==> src/rtl/smp_pkg.sv <==
// Shared types for the data-memory arbiter: FSM state encoding and CPU port indices.
package smp_pkg;

  typedef enum logic [1:0] {
    ARB_IDLE = 2'd0,
    ARB_BUSY = 2'd1,
    ARB_DONE = 2'd2
  } arb_state_t;

  localparam logic CPU0 = 1'b0;
  localparam logic CPU1 = 1'b1;

endpackage

==> src/rtl/dmem_arb_if.sv <==
// Per-CPU line port: miss/writeback request toward the arbiter and the completion coming back.
interface dmem_arb_if #(
  parameter int ADDR_W = 11,
  parameter int LINE_W = 64
);

  logic [ADDR_W-1:0] addr;
  logic              re;
  logic              we;
  logic [LINE_W-1:0] wline;
  logic [LINE_W-1:0] rline;
  logic              rdy;

  // CPU side drives the request, the arbiter drives the completion.
  modport master (output addr, re, we, wline, input rline, rdy);
  modport slave  (input addr, re, we, wline, output rline, rdy);

endinterface

==> src/rtl/rr_arb2.sv <==
// Two-requester round-robin picker: a lone requester always wins, a tie goes to the
// port that did not win the previous tie.
module rr_arb2 (
  input  logic [1:0] req,
  input  logic       last,
  output logic [1:0] gnt
);

  always_comb begin
    gnt = 2'b00;
    case (req)
      2'b01:   gnt = 2'b01;
      2'b10:   gnt = 2'b10;
      2'b11:   gnt = last ? 2'b01 : 2'b10;
      default: gnt = 2'b00;
    endcase
  end

endmodule

==> src/rtl/dmem_arb.sv <==
// Arbiter steering two CPU line-miss/writeback ports onto one shared data memory.
// One transaction in flight, round-robin on ties, sticky error on timeout or conflicting op.
module dmem_arb
  import smp_pkg::*;
#(
  parameter int ADDR_W  = 11,
  parameter int LINE_W  = 64,
  parameter int TIMEOUT = 255
) (
  input  logic              clk,
  input  logic              rst,
  dmem_arb_if.slave         c0,
  dmem_arb_if.slave         c1,
  output logic [ADDR_W-1:0] mem_addr,
  output logic              mem_re,
  output logic              mem_we,
  output logic [LINE_W-1:0] mem_wdata,
  input  logic [LINE_W-1:0] mem_rdata,
  input  logic              mem_rdy,
  output logic              err
);

  localparam int               TMO_W   = $clog2(TIMEOUT + 1);
  localparam logic [TMO_W-1:0] TMO_MAX = TMO_W'(TIMEOUT);

  arb_state_t        state_q, state_d;
  logic              last_q, last_d;   // winner of the most recent tie
  logic              win_q, win_d;     // port owning the current transaction
  logic [TMO_W-1:0]  tmo_q, tmo_d;
  logic [ADDR_W-1:0] addr_d;
  logic              re_d, we_d, err_d;
  logic [LINE_W-1:0] wdata_d;
  logic [LINE_W-1:0] rline0_q, rline0_d, rline1_q, rline1_d;
  logic              rdy0_q, rdy0_d, rdy1_q, rdy1_d;

  logic [1:0]        req, gnt;
  logic [ADDR_W-1:0] sel_addr;
  logic              sel_re, sel_we;
  logic [LINE_W-1:0] sel_wline;
  logic              finish, upd_line;
  logic [LINE_W-1:0] line_val;

  assign req = {c1.re | c1.we, c0.re | c0.we};

  rr_arb2 u_rr (
    .req  (req),
    .last (last_q),
    .gnt  (gnt)
  );

  always_comb begin
    if (gnt[1]) begin
      sel_addr  = c1.addr;
      sel_re    = c1.re;
      sel_we    = c1.we;
      sel_wline = c1.wline;
    end else begin
      sel_addr  = c0.addr;
      sel_re    = c0.re;
      sel_we    = c0.we;
      sel_wline = c0.wline;
    end
  end

  always_comb begin
    // NOTE: every signal written here gets a default first, so no path leaves one unassigned (no latch).
    state_d  = state_q;
    last_d   = last_q;
    win_d    = win_q;
    tmo_d    = tmo_q;
    addr_d   = mem_addr;
    re_d     = mem_re;
    we_d     = mem_we;
    wdata_d  = mem_wdata;
    err_d    = err;
    rline0_d = rline0_q;
    rline1_d = rline1_q;
    rdy0_d   = 1'b0;
    rdy1_d   = 1'b0;
    finish   = 1'b0;
    upd_line = 1'b0;
    line_val = mem_rdata;

    case (state_q)
      ARB_IDLE: begin
        if (|gnt) begin
          win_d = gnt[1];
          if (&req) last_d = gnt[1];
          // A port raising both re and we is served as a write and flagged.
          addr_d  = sel_addr;
          we_d    = sel_we;
          re_d    = ~sel_we;
          wdata_d = sel_wline;
          if (sel_re & sel_we) err_d = 1'b1;
          tmo_d   = '0;
          state_d = ARB_BUSY;
        end
      end
      ARB_BUSY: begin
        if (mem_rdy) begin
          finish   = 1'b1;
          upd_line = ~mem_we;
          line_val = mem_rdata;
        end else if (tmo_q == TMO_MAX) begin
          finish   = 1'b1;
          upd_line = 1'b1;
          line_val = '0;
          err_d    = 1'b1;
        end else begin
          tmo_d = tmo_q + 1'b1;
        end
      end
      ARB_DONE: state_d = ARB_IDLE;
      default:  state_d = ARB_IDLE;
    endcase

    if (finish) begin
      re_d    = 1'b0;
      we_d    = 1'b0;
      addr_d  = '0;
      wdata_d = '0;
      rdy0_d  = (win_q == CPU0);
      rdy1_d  = (win_q == CPU1);
      state_d = ARB_DONE;
      if (upd_line) begin
        if (win_q == CPU1) rline1_d = line_val;
        else               rline0_d = line_val;
      end
    end
  end

  always_ff @(posedge clk) begin
    if (rst) begin
      // NOTE: the returned-line holders are plain flops rather than a memory, so they take the reset too.
      state_q   <= ARB_IDLE;
      last_q    <= CPU1;
      win_q     <= CPU0;
      tmo_q     <= '0;
      mem_addr  <= '0;
      mem_re    <= 1'b0;
      mem_we    <= 1'b0;
      mem_wdata <= '0;
      err       <= 1'b0;
      rline0_q  <= '0;
      rline1_q  <= '0;
      rdy0_q    <= 1'b0;
      rdy1_q    <= 1'b0;
    end else begin
      // NOTE: non-blocking so every register updates from the same pre-edge values.
      state_q   <= state_d;
      last_q    <= last_d;
      win_q     <= win_d;
      tmo_q     <= tmo_d;
      mem_addr  <= addr_d;
      mem_re    <= re_d;
      mem_we    <= we_d;
      mem_wdata <= wdata_d;
      err       <= err_d;
      rline0_q  <= rline0_d;
      rline1_q  <= rline1_d;
      rdy0_q    <= rdy0_d;
      rdy1_q    <= rdy1_d;
    end
  end

  assign c0.rline = rline0_q;
  assign c0.rdy   = rdy0_q;
  assign c1.rline = rline1_q;
  assign c1.rdy   = rdy1_q;

endmodule
==> src/flat_wrapper.sv <==
// flat-port wrapper written by rule: the top's interface ports become plain ports
module dmem_arb_flat import smp_pkg::*;
#(
  parameter int ADDR_W  = 11,
  parameter int LINE_W  = 64,
  parameter int TIMEOUT = 255
)
  (clk, rst, mem_addr, mem_re, mem_we, mem_wdata, mem_rdata, mem_rdy, err, c0_addr, c0_re, c0_we, c0_wline, c0_rline, c0_rdy, c1_addr, c1_re, c1_we, c1_wline, c1_rline, c1_rdy);
  dmem_arb_if #(.ADDR_W(ADDR_W), .LINE_W(LINE_W)) c0_i ();
  dmem_arb_if #(.ADDR_W(ADDR_W), .LINE_W(LINE_W)) c1_i ();
  input  logic clk;
  input  logic rst;
  output logic [ADDR_W-1:0] mem_addr;
  output logic mem_re;
  output logic mem_we;
  output logic [LINE_W-1:0] mem_wdata;
  input  logic [LINE_W-1:0] mem_rdata;
  input  logic mem_rdy;
  output logic err;
  input wire logic [$bits(c0_i.addr)-1:0] c0_addr;
  input wire logic [$bits(c0_i.re)-1:0] c0_re;
  input wire logic [$bits(c0_i.we)-1:0] c0_we;
  input wire logic [$bits(c0_i.wline)-1:0] c0_wline;
  output wire logic [$bits(c0_i.rline)-1:0] c0_rline;
  output wire logic [$bits(c0_i.rdy)-1:0] c0_rdy;
  input wire logic [$bits(c1_i.addr)-1:0] c1_addr;
  input wire logic [$bits(c1_i.re)-1:0] c1_re;
  input wire logic [$bits(c1_i.we)-1:0] c1_we;
  input wire logic [$bits(c1_i.wline)-1:0] c1_wline;
  output wire logic [$bits(c1_i.rline)-1:0] c1_rline;
  output wire logic [$bits(c1_i.rdy)-1:0] c1_rdy;
  assign c0_i.addr = c0_addr;
  assign c0_i.re = c0_re;
  assign c0_i.we = c0_we;
  assign c0_i.wline = c0_wline;
  assign c0_rline = c0_i.rline;
  assign c0_rdy = c0_i.rdy;
  assign c1_i.addr = c1_addr;
  assign c1_i.re = c1_re;
  assign c1_i.we = c1_we;
  assign c1_i.wline = c1_wline;
  assign c1_rline = c1_i.rline;
  assign c1_rdy = c1_i.rdy;
  dmem_arb #(.ADDR_W(ADDR_W), .LINE_W(LINE_W), .TIMEOUT(TIMEOUT)) u_core (.clk(clk), .rst(rst), .c0(c0_i), .c1(c1_i), .mem_addr(mem_addr), .mem_re(mem_re), .mem_we(mem_we), .mem_wdata(mem_wdata), .mem_rdata(mem_rdata), .mem_rdy(mem_rdy), .err(err));
endmodule
==> config.mk <==
export PLATFORM = sky130hd
export DESIGN_NAME = dmem_arb_flat
export DESIGN_NICKNAME = d
export VERILOG_FILES = /design/src/rtl/smp_pkg.sv /design/src/rtl/dmem_arb_if.sv /design/src/rtl/rr_arb2.sv /design/src/rtl/dmem_arb.sv /design/src/flat_wrapper.sv
export SDC_FILE = /design/constraint.sdc
export NUM_CORES = 1
export LEC_CHECK = 0
export ABC_AREA = 1
export CORE_AREA = 2 2 166 168
export DETAILED_ROUTE_END_ITERATION = 7
export DIE_AREA = 0 0 168 170
export MAX_ROUTING_LAYER = met4
export PLACE_DENSITY_LB_ADDON = 0.3
export SYNTH_ARGS = -nofsm -noshare
export SYNTH_HDL_FRONTEND = slang
export SYNTH_HIERARCHICAL = 1
export SYNTH_SLANG_ARGS = --single-unit
==> constraint.sdc <==
create_clock -name clk -period 2.6 [get_ports clk]
set_clock_uncertainty 0.05 [all_clocks]
set_input_delay 0.39 -clock clk [delete_from_list [all_inputs] [get_ports clk]]
set_output_delay 0.39 -clock clk [all_outputs]
set_load 0.01 [all_outputs]
Yosys cells after proc, flatten, opt, wreduce, memory -nomap -nowiden
Cells that the tools add are included.
{ "op_classes": {"addsub": 1, "multipliers": 0, "div": 0, "n_lt_le_gt_ge": 0, "n_eq_ne": 12, "shift": 0, "n_mux": 26, "n_bitwise": 8, "n_reduce_logical": 13} }
{ "ops": {"columns": ["operator", "count"], "rows": [
  ["two-way mux 64 bit", 4],
  ["two-way mux 8 bit", 3],
  ["one-hot mux 8 bit (2 select lines)", 1],
  ["two-way mux 1 bit", 11],
  ["two-way mux 11 bit", 1],
  ["adder 8 x 1 -> 8 bit, second input constant", 1],
  ["equality test 8 bit, second input constant", 1],
  ["!= test 2 x 1 -> 1 bit, second input constant", 4],
  ["AND reduction 4 bit", 2],
  ["two-way mux 2 bit", 3],
  ["one-hot mux 2 bit (3 select lines)", 1],
  ["AND reduction 2 bit", 3],
  ["AND reduction 3 bit", 2],
  ["OR reduction 2 bit", 3],
  ["inverter 1 bit", 5],
  ["AND reduction 5 bit", 1],
  ["equality test 2 x 1 -> 1 bit, second input constant", 2],
  ["equality test 2 bit, second input constant", 2],
  ["!= test 2 bit, second input constant", 2],
  ["one-hot mux 2 bit (2 select lines)", 1],
  ["!= test 3 x 1 -> 1 bit, second input constant", 1],
  ["zero test 2 bit", 1],
  ["OR 1 bit", 2],
  ["one-hot mux 1 bit (2 select lines)", 1],
  ["2 further kinds", 2]
]} }
{ "totals": {"ff_bits": 220, "latchBits": 0, "ramBits": 0, "rom_bits": 0, "in_bits": 221, "output_inout_bits": 208, "word_cells": 74, "n_memories": 0} }

Logic depth before layout (Yosys ltp)
Gate-level depths: netlist of the first run.
{ "logic_depth": {"depth_word": 8, "mapped_depth": 12, "mapped_depth_nobuf": 12} }

By module
The synthesis of the first run kept the hierarchy.
{ "modules_own_cells": {"columns": ["mod", "instances", "cells_per_inst", "area_each_um2", "seq_area_each_um2"], "rows": [
  ["dmem_arb", 1, 1653, 10118.5, 4404.2],
  ["rr_arb2", 1, 5, 21.3, 0.0]
]} }

Worst setup path after synthesis of the first run
No wires, ideal clock.
{ "synth_timing": {"kind": "input -> register", "start": "input c1_we", "end": "register u_core.mem_wdata[63]", "setup_ns": 0.132, "arrival_time_ns": 1.714, "t_required_ns": 2.418, "slack_ns": 0.703, "cell_stages": 10, "n_path_buf": 3, "cell_sequence": "or2_2 > inv_1 > a21oi_1 > buf_2 > o21ai_2 > inv_2 > buf_2 > buf_2 > nand2_1 > a21oi_1"} }
{ "synth_between": {"elab_chain_len": 5, "word_cells_on_any_way": 8, "cone_classes": "3 x eq/ne; 2 x mux; 1 x bitwise; 2 x reduce/logical"} }
{ "synth_lines": {"columns": ["item", "line", "source"], "rows": [
  ["start, declared", "flat_wrapper.sv:28", "input wire logic [$bits(c1_i.we)-1:0] c1_we;"],
  ["OR 1 bit (*)", "dmem_arb.sv:43", "assign req = {c1.re | c1.we, c0.re | c0.we};"],
  ["equality test 2 bit / equality test 2 x 1 -> 1 bit (equally long branches)", "rr_arb2.sv:11", "case (req)"],
  ["one-hot mux 2 bit (3 select lines) (*)", "rr_arb2.sv:11", null],
  ["via u_core.gnt[1]", "dmem_arb.sv:36", "logic [1:0] req, gnt;"],
  ["OR reduction 2 bit", "dmem_arb.sv:86", "if (|gnt) begin"],
  ["AND reduction 2 bit (no source line)", null, null],
  ["end signal, assigned", "dmem_arb.sv:157", "mem_wdata <= wdata_d;"],
  ["end, declared", "dmem_arb.sv:17", "output logic [LINE_W-1:0] mem_wdata,"]
]} }
The timed path passes the listed nets; every way through them passes the cells marked *.
A chain may end at the register's enable or synchronous reset.

Worst setup path in the final report of the first run
{ "layout_timing": {"start": "register u_core.tmo_q[0]", "end": "register u_core.rline1_q[51] (netlist: u_core/c1.rline[51])"} }
{ "layout_between": {"elab_chain_len": 5, "word_cells_on_any_way": 10, "cone_classes": "1 x eq/ne; 8 x mux; 1 x reduce/logical"} }
{ "layout_lines": {"columns": ["item", "line", "source"], "rows": [
  ["start, declared", "dmem_arb.sv:29", "logic [TMO_W-1:0] tmo_q, tmo_d;"],
  ["start signal, assigned", "dmem_arb.sv:153", "tmo_q <= tmo_d;"],
  ["equality test 8 bit (*)", "dmem_arb.sv:104", "end else if (tmo_q == TMO_MAX) begin"],
  ["two-way mux 1 bit", "dmem_arb.sv:104", null],
  ["two-way mux 1 bit", "dmem_arb.sv:100", "if (mem_rdy) begin"],
  ["two-way mux 1 bit", "dmem_arb.sv:84", "case (state_q)"],
  ["AND reduction 3 bit (no source line)", null, null],
  ["end signal, assigned", "dmem_arb.sv:160", "rline1_q <= rline1_d;"],
  ["end, declared", "dmem_arb.sv:33", "logic [LINE_W-1:0] rline0_q, rline0_d, rline1_q, rline1_d;"]
]} }
Mark *: on every way between the ends. The rest lies on a longest branch, timed or not.

==> results of run 1 <==
==> synth_stat cells (4+ instances only) <==
library cell  instances
nand3_1              12
buf_2                38
o21ai_0               4
dfxtp_1             220
nand2_1             736
buf_1                 4
buf_6                14
clkbuf_1             35
inv_2                 4
nor2_1              280
a21oi_1              83
inv_1               211
==> final cells by class <==
cell class,instances,area (um2),area share
Clock inverter,11,111,0.00716
Sequential cell,220,4400,0.283
Tap cell,341,427,0.0274
Clock buffer,32,702,0.0451
Timing Repair Buffer,451,4620,0.297
Inverter,215,808,0.0520
Multi-Input combinational cell,1132,4480,0.288
==> per-stage QoR <==
step / worst slack [ns] / cells
floorplan: 0.703 / 1658
global placement: 0.176 / 2359
global route: 0.242 / 2402
detailed placement: 0.0945 / 2359
finish: 0.417 / 2402
CTS: 0.421 / 2402
==> kinds of logic (layout without fill, tap and decap cells) <==
group	count (synthesis)	in the layout	share of synthesized area
adders and majority gates	1	1	0.00123
xor gates and xnor gates	1	1	0.000864
buffers and inverters	306	709	0.128
AOI/OAI and AO/OA	91	91	0.0457
DFF	220	220	0.434
and+or+nand+nor	1039	1039	0.390
==> power by group <==
group	internal, mW	leakage (nW)	switching [mW]	total (mW)
sequential	3.72	1.79	0.188	3.91
clock	2.09	0.407	1.40	3.49
combinational	1.31	5.44	1.42	2.74
==> worst max-delay path, delay by kind of cell (launching register included) <==
family                   cells  cell delay (ns)
AND/OR/NAND/NOR              8             1.08
flip-flops                   1             0.41
buffers and inverters        1             0.33
adder cells (fa/ha/maj)      1             0.23
==> worst max-delay path by stage <==
stage | start | to | slack [ns] | depth (start not counted)
detailed placement | c1_we | u_core/tmo_q[7]$_SDFFE_PP0P_ | 0.09 | 12
finish | u_core/tmo_q[0]$_SDFFE_PP0P_ | u_core/c1.rline[51]$_SDFFE_PP0P_ | 0.42 | 10
global route | u_core/tmo_q[0]$_SDFFE_PP0P_ | u_core/c1.rline[55]$_SDFFE_PP0P_ | 0.24 | 10
global placement | c1_we | u_core/tmo_q[7]$_SDFFE_PP0P_ | 0.18 | 12
floorplan | c1_we | u_core/mem_wdata[63]$_SDFFE_PP0P_ | 0.70 | 10
CTS | u_core/tmo_q[0]$_SDFFE_PP0P_ | u_core/c1.rline[22]$_SDFFE_PP0P_ | 0.42 | 10
==> sequential cells by signal (all words and copies together) (netlist names) <==
register,flops
u_core/err,1
u_core/c1.rline,64
u_core/state_q,2
u_core/c0.rline,64
u_core/mem_wdata,64
u_core/tmo_q,8
u_core/mem_we,1
u_core/last_q,1
u_core/mem_re,1
u_core/mem_addr,11
u_core/c1.rdy,1
u_core/win_q,1
u_core/c0.rdy,1
==> routing by layer <==
layer / vias up / wire [um] / track usage
li1: 5597 / - / -
met4: 0 / 756 / 0.0609
met3: 53 / 2170 / 0.0412
met1: 4697 / 13300 / 0.257
met2: 366 / 15300 / 0.386
met5: - / 0 / -
==> out/metrics.yaml, run 1 <==
power.density_nw_per_um2: 652
drt-pass1-iter-count: 5
finalNetCount: 2267
ys_types: 24
gp_congestion: 0.900
dp_hpwl_um: 22700
syn-num-nets: 1880
holdCritStartpoint: "u_core/mem_wdata[23]$_SDFFE_PP0P_"
yosysSeqAreaShare: 0.434
hold-path-endpoint: "u_core/mem_wdata[23]$_SDFFE_PP0P_"
tritoncts: "done"
postSynthCellCount: 1658
place_area_um2: 14700
cts_sinks: 220
worst_ir_drop_vdd_uv: 432
ant_nets: 0
grt_first_pass_wirelength_um: 49900
clk_latency_ns: 0.52
end_kind: "flop"
synth_top_cell_by_area: "dfxtp_1"
worstPathRequired_ns: 3.01
fin_setup_tns_ns: 0
post-cts-setup-buffers: 0
drtIter0Drc: 587
rsz0062_at_grt: "no"
ys_warn_count: 6
status: "complete, no violations"
fill_cells: 2509
maxCapViolCount: 0
design_area_um2: 15600
overflow: 0
maxSlewViolCount: 0
timing.rr.start: "u_core/tmo_q[0]$_SDFFE_PP0P_"
hold_buffers: 0
core_um2: 26700
hold_slack_ns: 0.409
htree_num_levels: 1
cts_resized: 0
p_leak_nw: 7.64
synth-edff-count: 0
final_common_cell: "nand2_1"
start_kind: "flop"
final_util: 0.584
synth_top_area_frac: 0.434
critPathArrivalTime_ns: 2.59
avgSynthCellArea_um2: 6.12
routedWlPerCell_um: 13.1
r2r_cells: 10
crit_type: "flop to flop"
vias: 10700
tightest_slew_ns: 0.471
fmax_mhz: 458
slowest_stage: "dfxtp_1"
cts_made_buffers: 25
crit-reg2reg-capture: "u_core/c1.rline[51]$_SDFFE_PP0P_"
antenna_cells: 0
power_mw: 10.1
drc: 0
antenna_found_initial: 0
port_buffers: 428
chipWidth_um: 168
period_share: 0.840
die_area_um2: 28600
synth-main-ff-cell: "dfxtp_1"
synthToLayoutAreaGrowth_pct: 53.4
r2r_slack_ns: 0.42
report.final.setup_viol: 0
cts.reportedPaths.clkPinSlew_ns: 0.06
crit_chain: "ha_1 > nand3_1 > nor2_2 > nand2_2 > nand2_2 > nand3_4 > buf_12 > nand2_1 > nand2_1 > nor2_1"
start_util: 0.380
ctsRootBufferMaster: "clkbuf_16"
drive_gt1_frac: 0.0388
async_reset_ff_frac: 0
vias_per_cell: 4.46
grt_pass1_vias: 10000
clk_path_buf_depth: 3
ys_ff_latch: 220
netlist_top_cells_area: "dfxtp_1, nand2_1, nor2_1"
mostFrequentLayoutCells: "nand2_1, clkdlybuf4s50_1, nor2_1"
rows: 60
cp_max_fo: 32
hold_viol_final: 0
holdPathStages: 2
post-route-min-period_ns: 2.18
io_pins: 429
grt_max_degree: 88
critical-path-max-stage-delay_ns: 0.41
slew-limit-headroom: 0.686
die_h_um: 170
grt_use_total: 0.220
wl_um: 31600
synth_area_um2: 10100
hold_path.class: "flop to flop"
No activity file was read; power rests on OpenSTA's default activity.
==> run 2, diff against run 1 <==
Settings changed: CORE_AREA 2 2 166 168 to 2 2 165 167, DIE_AREA 0 0 168 170 to 0 0 167 169.
Clock period 2.6 ns to 1.94 ns, I/O delays scaled along.
==> out/metrics.yaml, run 2 (synthesis gave the netlist of run 1 again) <==
cts.reportedPaths.clkPinSlew_ns: 0.06
fin_cells: 2442
core_um2: 26500
routedWlPerCell_um: 13.2
status: "complete, no violations"
vias_per_cell: 4.47
rsz0062_at_grt: "no"
crit_type: "flop to output port"
power.density_nw_per_um2: 850
hold_path.class: "primary input to flop"
maxSlewViolCount: 0
p_leak_nw: 7.87
numPlacedInstances: 2390
finalNetCount: 2308
htree_num_levels: 1
grt_use_total: 0.218
grt_first_pass_wirelength_um: 49600
report.final.setup_viol: 0
cp_max_fo: 3
hold_buffers: 0
mostFrequentLayoutCells: "nand2_1, clkdlybuf4s50_1, nor2_1"
critPathArrivalTime_ns: 1.48
port_buffers: 428
antenna_found_initial: 0
worstPathRequired_ns: 1.60
die_area_um2: 28200
crit_family: "buffers and inverters"
rows: 60
tritoncts: "done"
ctsRootBufferMaster: "clkbuf_16"
antenna_cells: 0
gp_congestion: 0.868
cts_sinks: 220
grt_max_degree: 58
dp_hpwl_um: 23300
drc: 0
vias: 10900
die_h_um: 169
drt-pass1-iter-count: 5
slew-limit-headroom: 0.787
drtIter0Drc: 702
period_share: 0.940
start_kind: "flop"
end_kind: "output port"
hold_viol_final: 0
start_util: 0.383
slowest_stage: "clkdlybuf4s50_1"
crit_chain: "clkdlybuf4s50_1"
power_mw: 13.6
wl_um: 32300
cp_num_buf_inv: 1
final_common_cell: "nand2_1"
fmax_mhz: 548
grt_pass1_vias: 10000
clk_path_buf_depth: 3
chipWidth_um: 167
overflow: 0
io_pins: 429
tightest_slew_ns: 0.319
clk_latency_ns: 0.52
synthToLayoutAreaGrowth_pct: 57.7
drive_gt1_frac: 0.0566
maxCapViolCount: 0
critical-path-max-stage-delay_ns: 0.58
cts_made_buffers: 25
ant_nets: 0
post-route-min-period_ns: 1.82
worst_ir_drop_vdd_uv: 560
## run 2: changes by cell type in the layout (fill, tap and decap cells not counted), moves of 2 or more
cell       previous run  this run
buf_4                10        38
buf_12               13        22
clkbuf_1              2         6
clkinv_2              8         5
clkbuf_16            25        27
nor2_1              280       278
nor2_2                3         5
## run 2: metrics by stage
stage / utilization / hold WS [ns] / instance area, um2 / TNS [ns] / setup slack [ns]
after global placement: 0.569 / 0.395 / 15100 / -17.93 / -0.236
final: 0.603 / 0.372 / 16000 / 0 / 0.117
after CTS: 0.598 / 0.350 / 15900 / 0 / 0.0520
after global routing: 0.603 / 0.380 / 16000 / 0 / 0.0155
after floorplan: - / 0.375 / 10100 / 0 / 0.142
after detailed placement: 0.569 / 0.391 / 15100 / -20.39 / -0.271
## run 2: timing repair
item,4_1_cts,5_1_grt
gates resized for setup,0,5
buffers inserted,0,7
setup endpoints to repair,0,56
hold endpoints to repair,0,0
## run 2: layer usage
| metal | share of wire | track usage |
|---|---|---|
| met5 | 0 | - |
| met4 | 0.026 | 0.0626 |
| met3 | 0.074 | 0.0404 |
| met2 | 0.49 | 0.387 |
| met1 | 0.41 | 0.252 |
## run 2: worst paths after layout
check	from	end	slack, ns	cells after the start
max	u_core/mem_we$_SDFFE_PP0P_	mem_we	0.12	1
min	c0_wline[43]	u_core/mem_wdata[43]$_SDFFE_PP0P_	0.37	5
max reg2reg	u_core/tmo_q[0]$_SDFFE_PP0P_	u_core/c1.rline[41]$_SDFFE_PP0P_	0.14	10
min reg2reg	u_core/err$_SDFFE_PP0P_	u_core/err$_SDFFE_PP0P_	0.40	2
## run 2: where the power goes
group | internal (mW) | switching [mW] | total [mW]
combinational | 1.92 | 1.95 | 3.86
sequential | 4.98 | 0.246 | 5.23
clock | 2.68 | 1.83 | 4.50
total | 9.58 | 4.02 | 13.6
## run 2: final cells by class
class                           instances  area (um2)
Inverter                              215         808
Clock inverter                          6        58.8
Sequential cell                       220        4410
Fill cell                            2409       10500
Tap cell                              341         427
Multi-Input combinational cell       1133        4500
Clock buffer                           36         717
Timing Repair Buffer                  491        5070
